## src/rtl/data_mem_arbiter.sv

```systemverilog
// Two-master arbiter in front of a single-port synchronous data memory.
// Serialises M0/M1 accesses, flags out-of-range addresses, and sequences the final memory dump.
module data_mem_arbiter #(
    parameter int DATA_WIDTH    = 32,
    parameter int ADDRESS_WIDTH = 30,
    parameter int MEMORY_DEPTH  = 4096
) (
    input  logic                     clk,
    input  logic                     rstN,
    input  logic                     prio_fixed,

    input  logic                     m0_req,
    input  logic                     m0_we,
    input  logic [ADDRESS_WIDTH-1:0] m0_addr,
    input  logic [DATA_WIDTH-1:0]    m0_wdata,
    output logic                     m0_ack,
    output logic                     m0_err,
    output logic [DATA_WIDTH-1:0]    m0_rdata,

    input  logic                     m1_req,
    input  logic                     m1_we,
    input  logic [ADDRESS_WIDTH-1:0] m1_addr,
    input  logic [DATA_WIDTH-1:0]    m1_wdata,
    output logic                     m1_ack,
    output logic                     m1_err,
    output logic [DATA_WIDTH-1:0]    m1_rdata,

    input  logic                     dump_req,
    output logic                     dump_busy,

    output logic                     mem_read_En,
    output logic                     mem_write_En,
    output logic [ADDRESS_WIDTH-1:0] mem_address,
    output logic [DATA_WIDTH-1:0]    mem_data_in,
    input  logic [DATA_WIDTH-1:0]    mem_data_out,
    output logic                     mem_process_done
);

    typedef enum logic [1:0] {IDLE, ISSUE, RESP, DUMP} state_e;

    localparam logic [ADDRESS_WIDTH-1:0] DEPTH_LIMIT = ADDRESS_WIDTH'(MEMORY_DEPTH);

    state_e                   state_q, state_d;
    logic                     owner_q, owner_d;      // 0 = M0, 1 = M1
    logic                     we_q, we_d;
    logic [ADDRESS_WIDTH-1:0] addr_q, addr_d;
    logic [DATA_WIDTH-1:0]    wdata_q, wdata_d;
    logic                     last_m1_q, last_m1_d;  // port granted most recently
    logic                     dump_pend_q, dump_pend_d;

    logic win_m1;
    logic out_of_range;
    logic ack;
    logic err;
    logic [DATA_WIDTH-1:0] rdata;

    assign out_of_range = (addr_q >= DEPTH_LIMIT);

    // On contention the round-robin winner is the port that was not granted last.
    always_comb begin
        if (m0_req && m1_req) begin
            win_m1 = prio_fixed ? 1'b0 : ~last_m1_q;
        end else begin
            win_m1 = m1_req;
        end
    end

    // NOTE: sequential state uses non-blocking assignments so every register samples pre-edge values.
    always_ff @(posedge clk or negedge rstN) begin
        if (!rstN) begin
            state_q     <= IDLE;
            owner_q     <= 1'b0;
            we_q        <= 1'b0;
            addr_q      <= '0;
            wdata_q     <= '0;
            last_m1_q   <= 1'b1;
            dump_pend_q <= 1'b0;
        end else begin
            state_q     <= state_d;
            owner_q     <= owner_d;
            we_q        <= we_d;
            addr_q      <= addr_d;
            wdata_q     <= wdata_d;
            last_m1_q   <= last_m1_d;
            dump_pend_q <= dump_pend_d;
        end
    end

    // NOTE: every combinational output gets a default first, so no path can infer a latch.
    always_comb begin
        state_d   = state_q;
        owner_d   = owner_q;
        we_d      = we_q;
        addr_d    = addr_q;
        wdata_d   = wdata_q;
        last_m1_d = last_m1_q;
        // A request arriving during DUMP re-arms the pending flag rather than being lost.
        dump_pend_d = dump_req | (dump_pend_q & (state_q != DUMP));

        unique case (state_q)
            IDLE: begin
                if (dump_pend_q) begin
                    state_d = DUMP;
                end else if (m0_req || m1_req) begin
                    owner_d   = win_m1;
                    last_m1_d = win_m1;
                    we_d      = win_m1 ? m1_we    : m0_we;
                    addr_d    = win_m1 ? m1_addr  : m0_addr;
                    wdata_d   = win_m1 ? m1_wdata : m0_wdata;
                    state_d   = ISSUE;
                end
            end
            ISSUE: begin
                state_d = (!out_of_range && !we_q) ? RESP : IDLE;
            end
            RESP: state_d = IDLE;
            DUMP: state_d = IDLE;
            default: state_d = IDLE;
        endcase
    end

    always_comb begin
        ack              = 1'b0;
        err              = 1'b0;
        rdata            = '0;
        mem_read_En      = 1'b0;
        mem_write_En     = 1'b0;
        mem_address      = '0;
        mem_data_in      = '0;
        mem_process_done = 1'b0;

        unique case (state_q)
            ISSUE: begin
                if (out_of_range) begin
                    ack = 1'b1;
                    err = 1'b1;
                end else if (we_q) begin
                    mem_write_En = 1'b1;
                    mem_address  = addr_q;
                    mem_data_in  = wdata_q;
                    ack          = 1'b1;
                end else begin
                    mem_read_En = 1'b1;
                    mem_address = addr_q;
                end
            end
            RESP: begin
                ack   = 1'b1;
                rdata = mem_data_out;
            end
            DUMP:    mem_process_done = 1'b1;
            default: ;
        endcase

        m0_ack   = ack & ~owner_q;
        m0_err   = err & ~owner_q;
        m0_rdata = owner_q ? '0 : rdata;
        m1_ack   = ack & owner_q;
        m1_err   = err & owner_q;
        m1_rdata = owner_q ? rdata : '0;
    end

    assign dump_busy = dump_pend_q;

endmodule

```

## config.mk

```make
export PLATFORM = sky130hd
export DESIGN_NAME = data_mem_arbiter
export DESIGN_NICKNAME = d
export VERILOG_FILES = /design/src/rtl/data_mem_arbiter.sv
export SDC_FILE = /design/constraint.sdc
export NUM_CORES = 1
export LEC_CHECK = 0
export BUFFER_PORTS_ARGS = -buffer_cell sky130_fd_sc_hd__buf_4
export CORE_AREA = 2 2 115 117
export CTS_CLUSTER_SIZE = 24
export DETAILED_ROUTE_END_ITERATION = 8
export DIE_AREA = 0 0 117 119
export GPL_TIMING_DRIVEN = 0
export PLACE_DENSITY = 0.67
export SYNTH_ARGS = -nofsm -noshare
export SYNTH_HDL_FRONTEND = slang
export SYNTH_SLANG_ARGS = --single-unit
```

## constraint.sdc

```tcl
create_clock -name clk -period 6.9 [get_ports clk]
set_input_delay 1.38 -clock clk [delete_from_list [all_inputs] [get_ports clk]]
set_output_delay 1.38 -clock clk [all_outputs]
set_load 0.02 [all_outputs]
```

**After elaboration in Yosys (flattened, before gate mapping)**

Index checks and enable logic that the tools add are counted.
Widths: inputs -> output; s select.

- Equal/unequal tests: 5
- Reductions and logical operators: 8
- Muxes and demuxes: 28
- Bitwise gates (word level): 9
- Order comparisons: 1

Operators by type and width:

| kind | number |
|---|---|
| $mux 32 | 7 |
| $mux 30 | 3 |
| $ge 30x13->1 const B | 1 |
| $mux 1 | 13 |
| $mux 2 | 3 |
| $pmux 2 s3 | 1 |
| $and 1x1->1 | 5 |
| $eq 2x2->1 const B | 2 |
| $ne 3x3->1 const B | 1 |
| $not 1->1 | 3 |
| $reduce_and 3->1 | 1 |
| $eq 2x1->1 const B | 1 |
| $logic_and 1x1->1 | 2 |
| $logic_not 1->1 | 2 |
| $logic_not 2->1 | 1 |
| $ne 2x2->1 const B | 1 |
| $pmux 1 s2 | 1 |
| $reduce_or 2->1 | 1 |
| $logic_or 1x1->1 | 1 |
| $or 1x1->1 | 1 |

- Register bits after elaboration: 68
- Bits of input ports: 164

**Logic depth before layout (Yosys ltp)**

- Word-level depth: 5
- Depth in mapped cells: 7
- Gate-level depth less buffers: 5

**Least setup slack after synthesis**

OpenSTA, ideal clock, no wires.

- Path kind: flip-flop to output port
- From: register addr_q[23]
- To: output port mem_read_En
- Buffers on the path: 2
- Setup slack: 3550 ps
- Arrival time: 1970 ps
- Stages on the path, launching flop included: 7
- Required time: 5520 ps
- Cell sequence: dfrtp_1 -> or4_4 -> nor4_4 -> and4_1 -> buf_6 -> buf_6 -> nor2b_1

- Cells in the longest elaborated chain, start to end: 3

RTL lines:

| element | line | text |
|---|---|---|
| start, declared | 46 | `logic [ADDRESS_WIDTH-1:0] addr_q, addr_d;` |
| start signal, assigned | 82 | `addr_q <= addr_d;` |
| $ge 30x13->1 | 57 | `assign out_of_range = (addr_q >= DEPTH_LIMIT);` |
| $mux 1 | 134 | `if (out_of_range) begin` |
| $mux 1 | 132 | `unique case (state_q)` |
| end, declared | 31 | `output logic mem_read_En,` |

No other way between the ends.

**Worst setup path in the final report**

- From: register addr_q[23]
- To: output port mem_data_in[25]

- Cells in the longest elaborated chain, start to end: 3

RTL lines:

| element | line | text |
|---|---|---|
| $ge 30x13->1 | 57 |  |
| $mux 32 | 134 |  |
| $mux 32 | 132 |  |
| end, declared | 34 | `output logic [DATA_WIDTH-1:0] mem_data_in,` |

No other way between the ends.

==> impl_results.rst <==
.. list-table::
   :header-rows: 1

   * - Metric
     - Value
   * - Crit-path max FO
     - 10
   * - Area used by multi-input combinational logic
     - 2190 sq um
   * - Min-delay worst type
     - reg -> reg
   * - Number of fillers in the final layout
     - around 1300
   * - Sequential area share after synthesis
     - 0.409
   * - Combined flip-flop and latch cell area
     - 1700 sq um
   * - Reg-to-reg setup timing slack
     - around 4700 ps
   * - Relative slew margins
     - 0.415
   * - Number of H-tree branching levels
     - 3
   * - Result of the run
     - completed
   * - Max-slew violation count
     - 0
   * - Arrival time at the worst endpoint
     - 2520 ps
   * - Yosys reg bits
     - 68
   * - Startpoint of the tightest hold check path
     - wdata_q[12]$_DFFE_PN0P_
   * - Total congestion overflow after global routing
     - 0
   * - Total of hold buffers inserted after clock tree synthesis
     - 0
   * - Setup TNS
     - 0 ps
   * - Final-report setup violation count
     - 0
   * - Placeable core region
     - between 10000 and 15000 sq um
   * - Placement row count
     - 42
   * - Startpoint of the most critical register-to-register path
     - state_q[0]$_DFFE_PN0P_
   * - Number of unique standard cell types used by synthesis
     - 29
   * - Cell count of the worst hold path
     - 2
   * - DRC errors left
     - 0
   * - Ports placed on the boundary
     - 298
   * - DRC violation total after the first TritonRoute iteration
     - 162
   * - Endpoint of the lowest-slack register-to-register path
     - addr_q[28]$_DFFE_PN0P_
   * - Post-cts repair resize count
     - 0
   * - Number of post-CTS setup repair buffers
     - 0
   * - Largest net degree at the start of global routing
     - 69
   * - Die outline height
     - 119 microns
   * - First-pass GRT wire length
     - 22.2 mm
   * - Most instantiated flip-flop cell in the synthesis netlist
     - sky130_fd_sc_hd__dfrtp_1
   * - Routability Congestion
     - between 0.8 and 0.9
   * - Via count of the first global-routing pass
     - 4487
   * - Post-Layout Inst Area
     - 6810 sq um
   * - Most used cells in the layout excluding fill and tap cells
     - sky130_fd_sc_hd__buf_4 (297), sky130_fd_sc_hd__o21ai_0 (68), sky130_fd_sc_hd__nand2_1 (67), sky130_fd_sc_hd__dfrtp_1 (67), sky130_fd_sc_hd__and3_1 (65)
   * - Setup repair after global routing missed its margin
     - no
   * - CTS clk-pin slew, worst paths
     - 50 ps
   * - Number of warnings issued by yosys
     - 0
   * - Syn Std Cell Area
     - about 4200 sq um
   * - First-pass iteration count of the detailed router
     - 4
   * - Overall fraction of global-route tracks in use
     - 0.210
   * - Sort of element at the end of the critical path
     - primary output
   * - IR Drop Worst-Case VDD
     - 0.000122 V
   * - Most common cell after layout, fill and taps aside
     - sky130_fd_sc_hd__buf_4
   * - Routed WL
     - around 15 mm
   * - Achievable clock frequency
     - 256 MHz
   * - Worst-case setup slack after placement
     - 3330 ps
   * - Routed length per instance
     - 15.7 microns
   * - Share of layout cells above drive strength 1
     - 0.415
   * - Cell depth of the worst flop-to-flop path
     - 6
   * - Reported leakage power
     - around 4 nW
   * - CTS Root Buffer Type
     - sky130_fd_sc_hd__clkbuf_16
   * - Area after DPL
     - between 6000 and 7000 sq um
   * - Critical Path RT
     - 5520 ps
   * - CTS tree
     - built
   * - Final net count
     - 939
   * - Number of enable-type register cells in the synthesized netlist
     - 0
   * - Worst path most repeated cell
     - sky130_fd_sc_hd__buf_6
   * - Initial antenna violation count
     - 1
   * - Die W
     - 117 microns
   * - Mean instance size in the synthesized netlist
     - 8.98 sq um
   * - Asr flop ratio synth
     - 1.00
   * - Vias per cell
     - 4.63
   * - Inserted Clock Buffers
     - 9
   * - Hold Path Sink
     - wdata_q[12]$_DFFE_PN0P_
   * - Number of nets with antenna violations after detailed routing
     - 0
   * - Initial standard-cell utilization of the core
     - 0.324
   * - Power density over the cells
     - 271 nW/um^2
   * - Final period util
     - 0.565
   * - Area added between synthesis and finish
     - 63.5%
   * - Number of instances in the synthesized netlist
     - 464
   * - Count of buffers from port buffering
     - 279
   * - Post-DP HPWL
     - 12.5 mm
   * - Worst-Margin Slew
     - between 800 and 900 ps
   * - Worst Setup Start Kind
     - register
   * - DIE AREA
     - 13900 sq um
   * - Final worst-path setup slack
     - 3000 ps
   * - Final hold violation count
     - 0
   * - Cell-by-cell trace of the critical path
     - or4_4 -> nor4_4 -> and4_1 -> buf_6 -> buf_6 -> and3_1 -> buf_4
   * - Max capacitance violation total
     - 0
   * - Cell type of the slowest stage on the worst timing path
     - sky130_fd_sc_hd__or4_4
   * - Clk sinks
     - 68
   * - Largest buffer count on any clock path
     - 2
   * - Slowest cell delay on critical path
     - 560 ps
   * - Worst Clk Skew
     - 3.93 ps
   * - Kind of critical path
     - reg -> out
   * - Count of non-filler cells in the finished layout
     - 953
   * - Clock latency on the worst-skew pair
     - 320 ps
   * - Final worst path period need
     - 3900 ps
   * - Vias after detailed routing
     - between 4000 and 5000
   * - Inst Count DP
     - around 940
## per-stage QoR
| stage | utilization | power [W] | hold slack, ps |
|---|---|---|---|
| after floorplan | - | 0.00114 | 441 |
| after global placement | 0.508 | 0.00142 | 453 |
| after detailed placement | 0.508 | 0.00145 | 462 |
| after CTS | 0.529 | 0.00187 | 475 |
| after global routing | 0.529 | 0.00200 | 498 |
| final | 0.529 | 0.00185 | 468 |
## synth_stat cells (2+ instances only)
cell type / number / share of area
sky130_fd_sc_hd__a211oi_1: 2 / 0.0036
sky130_fd_sc_hd__a21o_1: 2 / 0.0036
sky130_fd_sc_hd__and2_1: 44 / 0.066
sky130_fd_sc_hd__and3_1: 65 / 0.098
sky130_fd_sc_hd__buf_2: 5 / 0.0060
sky130_fd_sc_hd__buf_4: 18 / 0.032
sky130_fd_sc_hd__buf_6: 4 / 0.011
sky130_fd_sc_hd__clkbuf_1: 29 / 0.026
sky130_fd_sc_hd__dfrtp_1: 67 / 0.40
sky130_fd_sc_hd__ha_1: 4 / 0.012
sky130_fd_sc_hd__inv_1: 4 / 0.0036
sky130_fd_sc_hd__mux2i_1: 63 / 0.15
sky130_fd_sc_hd__nand2_1: 67 / 0.060
sky130_fd_sc_hd__nor2_1: 3 / 0.0027
sky130_fd_sc_hd__nor2b_1: 3 / 0.0045
sky130_fd_sc_hd__nor3b_1: 3 / 0.0054
sky130_fd_sc_hd__nor4_1: 2 / 0.0030
sky130_fd_sc_hd__o21ai_0: 68 / 0.082
## layer usage
metal	global-route usage	routed length (microns)
met1	0.227	5590
met2	0.406	8160
met3	0.0331	951
met4	0.0654	285
met5	0	0
## registers in the layout, indices dropped and copies added (netlist names)
name       cells
wdata_q       32
addr_q        30
state_q        2
dump_busy      1
last_m1_q      1
owner_q        1
we_q           1
## power by group
part	switching (W)	internal, W
combinational	0.000433	0.000306
clock	0.000157	0.000252
sequential	0.000101	0.000599
total	0.000691	0.00116
## worst max-delay path, delay by kind of cell, from the launching register on
family	cells	cell delay, ps
buffers and inverters	3	450
and+or+nand+nor	4	1360
DFF	1	380
## cell type report
| class | instances | area share |
|---|---|---|
| tap | 176 | 0.0323 |
| buffer | 58 | 0.0474 |
| timing repair buffer | 279 | 0.307 |
| multi-input combinational | 351 | 0.322 |
| clock buffer | 14 | 0.0373 |
| sequential | 68 | 0.250 |
| clock inverter | 2 | 0.00147 |
| inverter | 4 | 0.00220 |
| antenna | 1 | 0.000367 |
## worst max path at each step
stage / to / cells after the start / from
floorplan: mem_read_En / 6 / addr_q[23]$_DFFE_PN0P_
global placement: mem_data_in[25] / 7 / addr_q[23]$_DFFE_PN0P_
CTS: mem_data_in[25] / 7 / addr_q[23]$_DFFE_PN0P_
detailed placement: mem_data_in[25] / 7 / addr_q[23]$_DFFE_PN0P_
finish: mem_data_in[25] / 7 / addr_q[23]$_DFFE_PN0P_
global route: mem_read_En / 7 / addr_q[23]$_DFFE_PN0P_
## kinds of logic (layout without fill, tap and decap cells)
group / after synthesis / after routing / synth area share
simple gates: 193 / 193 / 0.255
compound gates: 73 / 73 / 0.0916
flops: 68 / 68 / 0.409
mux: 63 / 63 / 0.151
buf+inv: 62 / 357 / 0.0811
fa+ha+maj: 4 / 4 / 0.0120
other cells: 1 / 19 / 0.000900
Note: power is estimated with default switching activity, not from simulation.
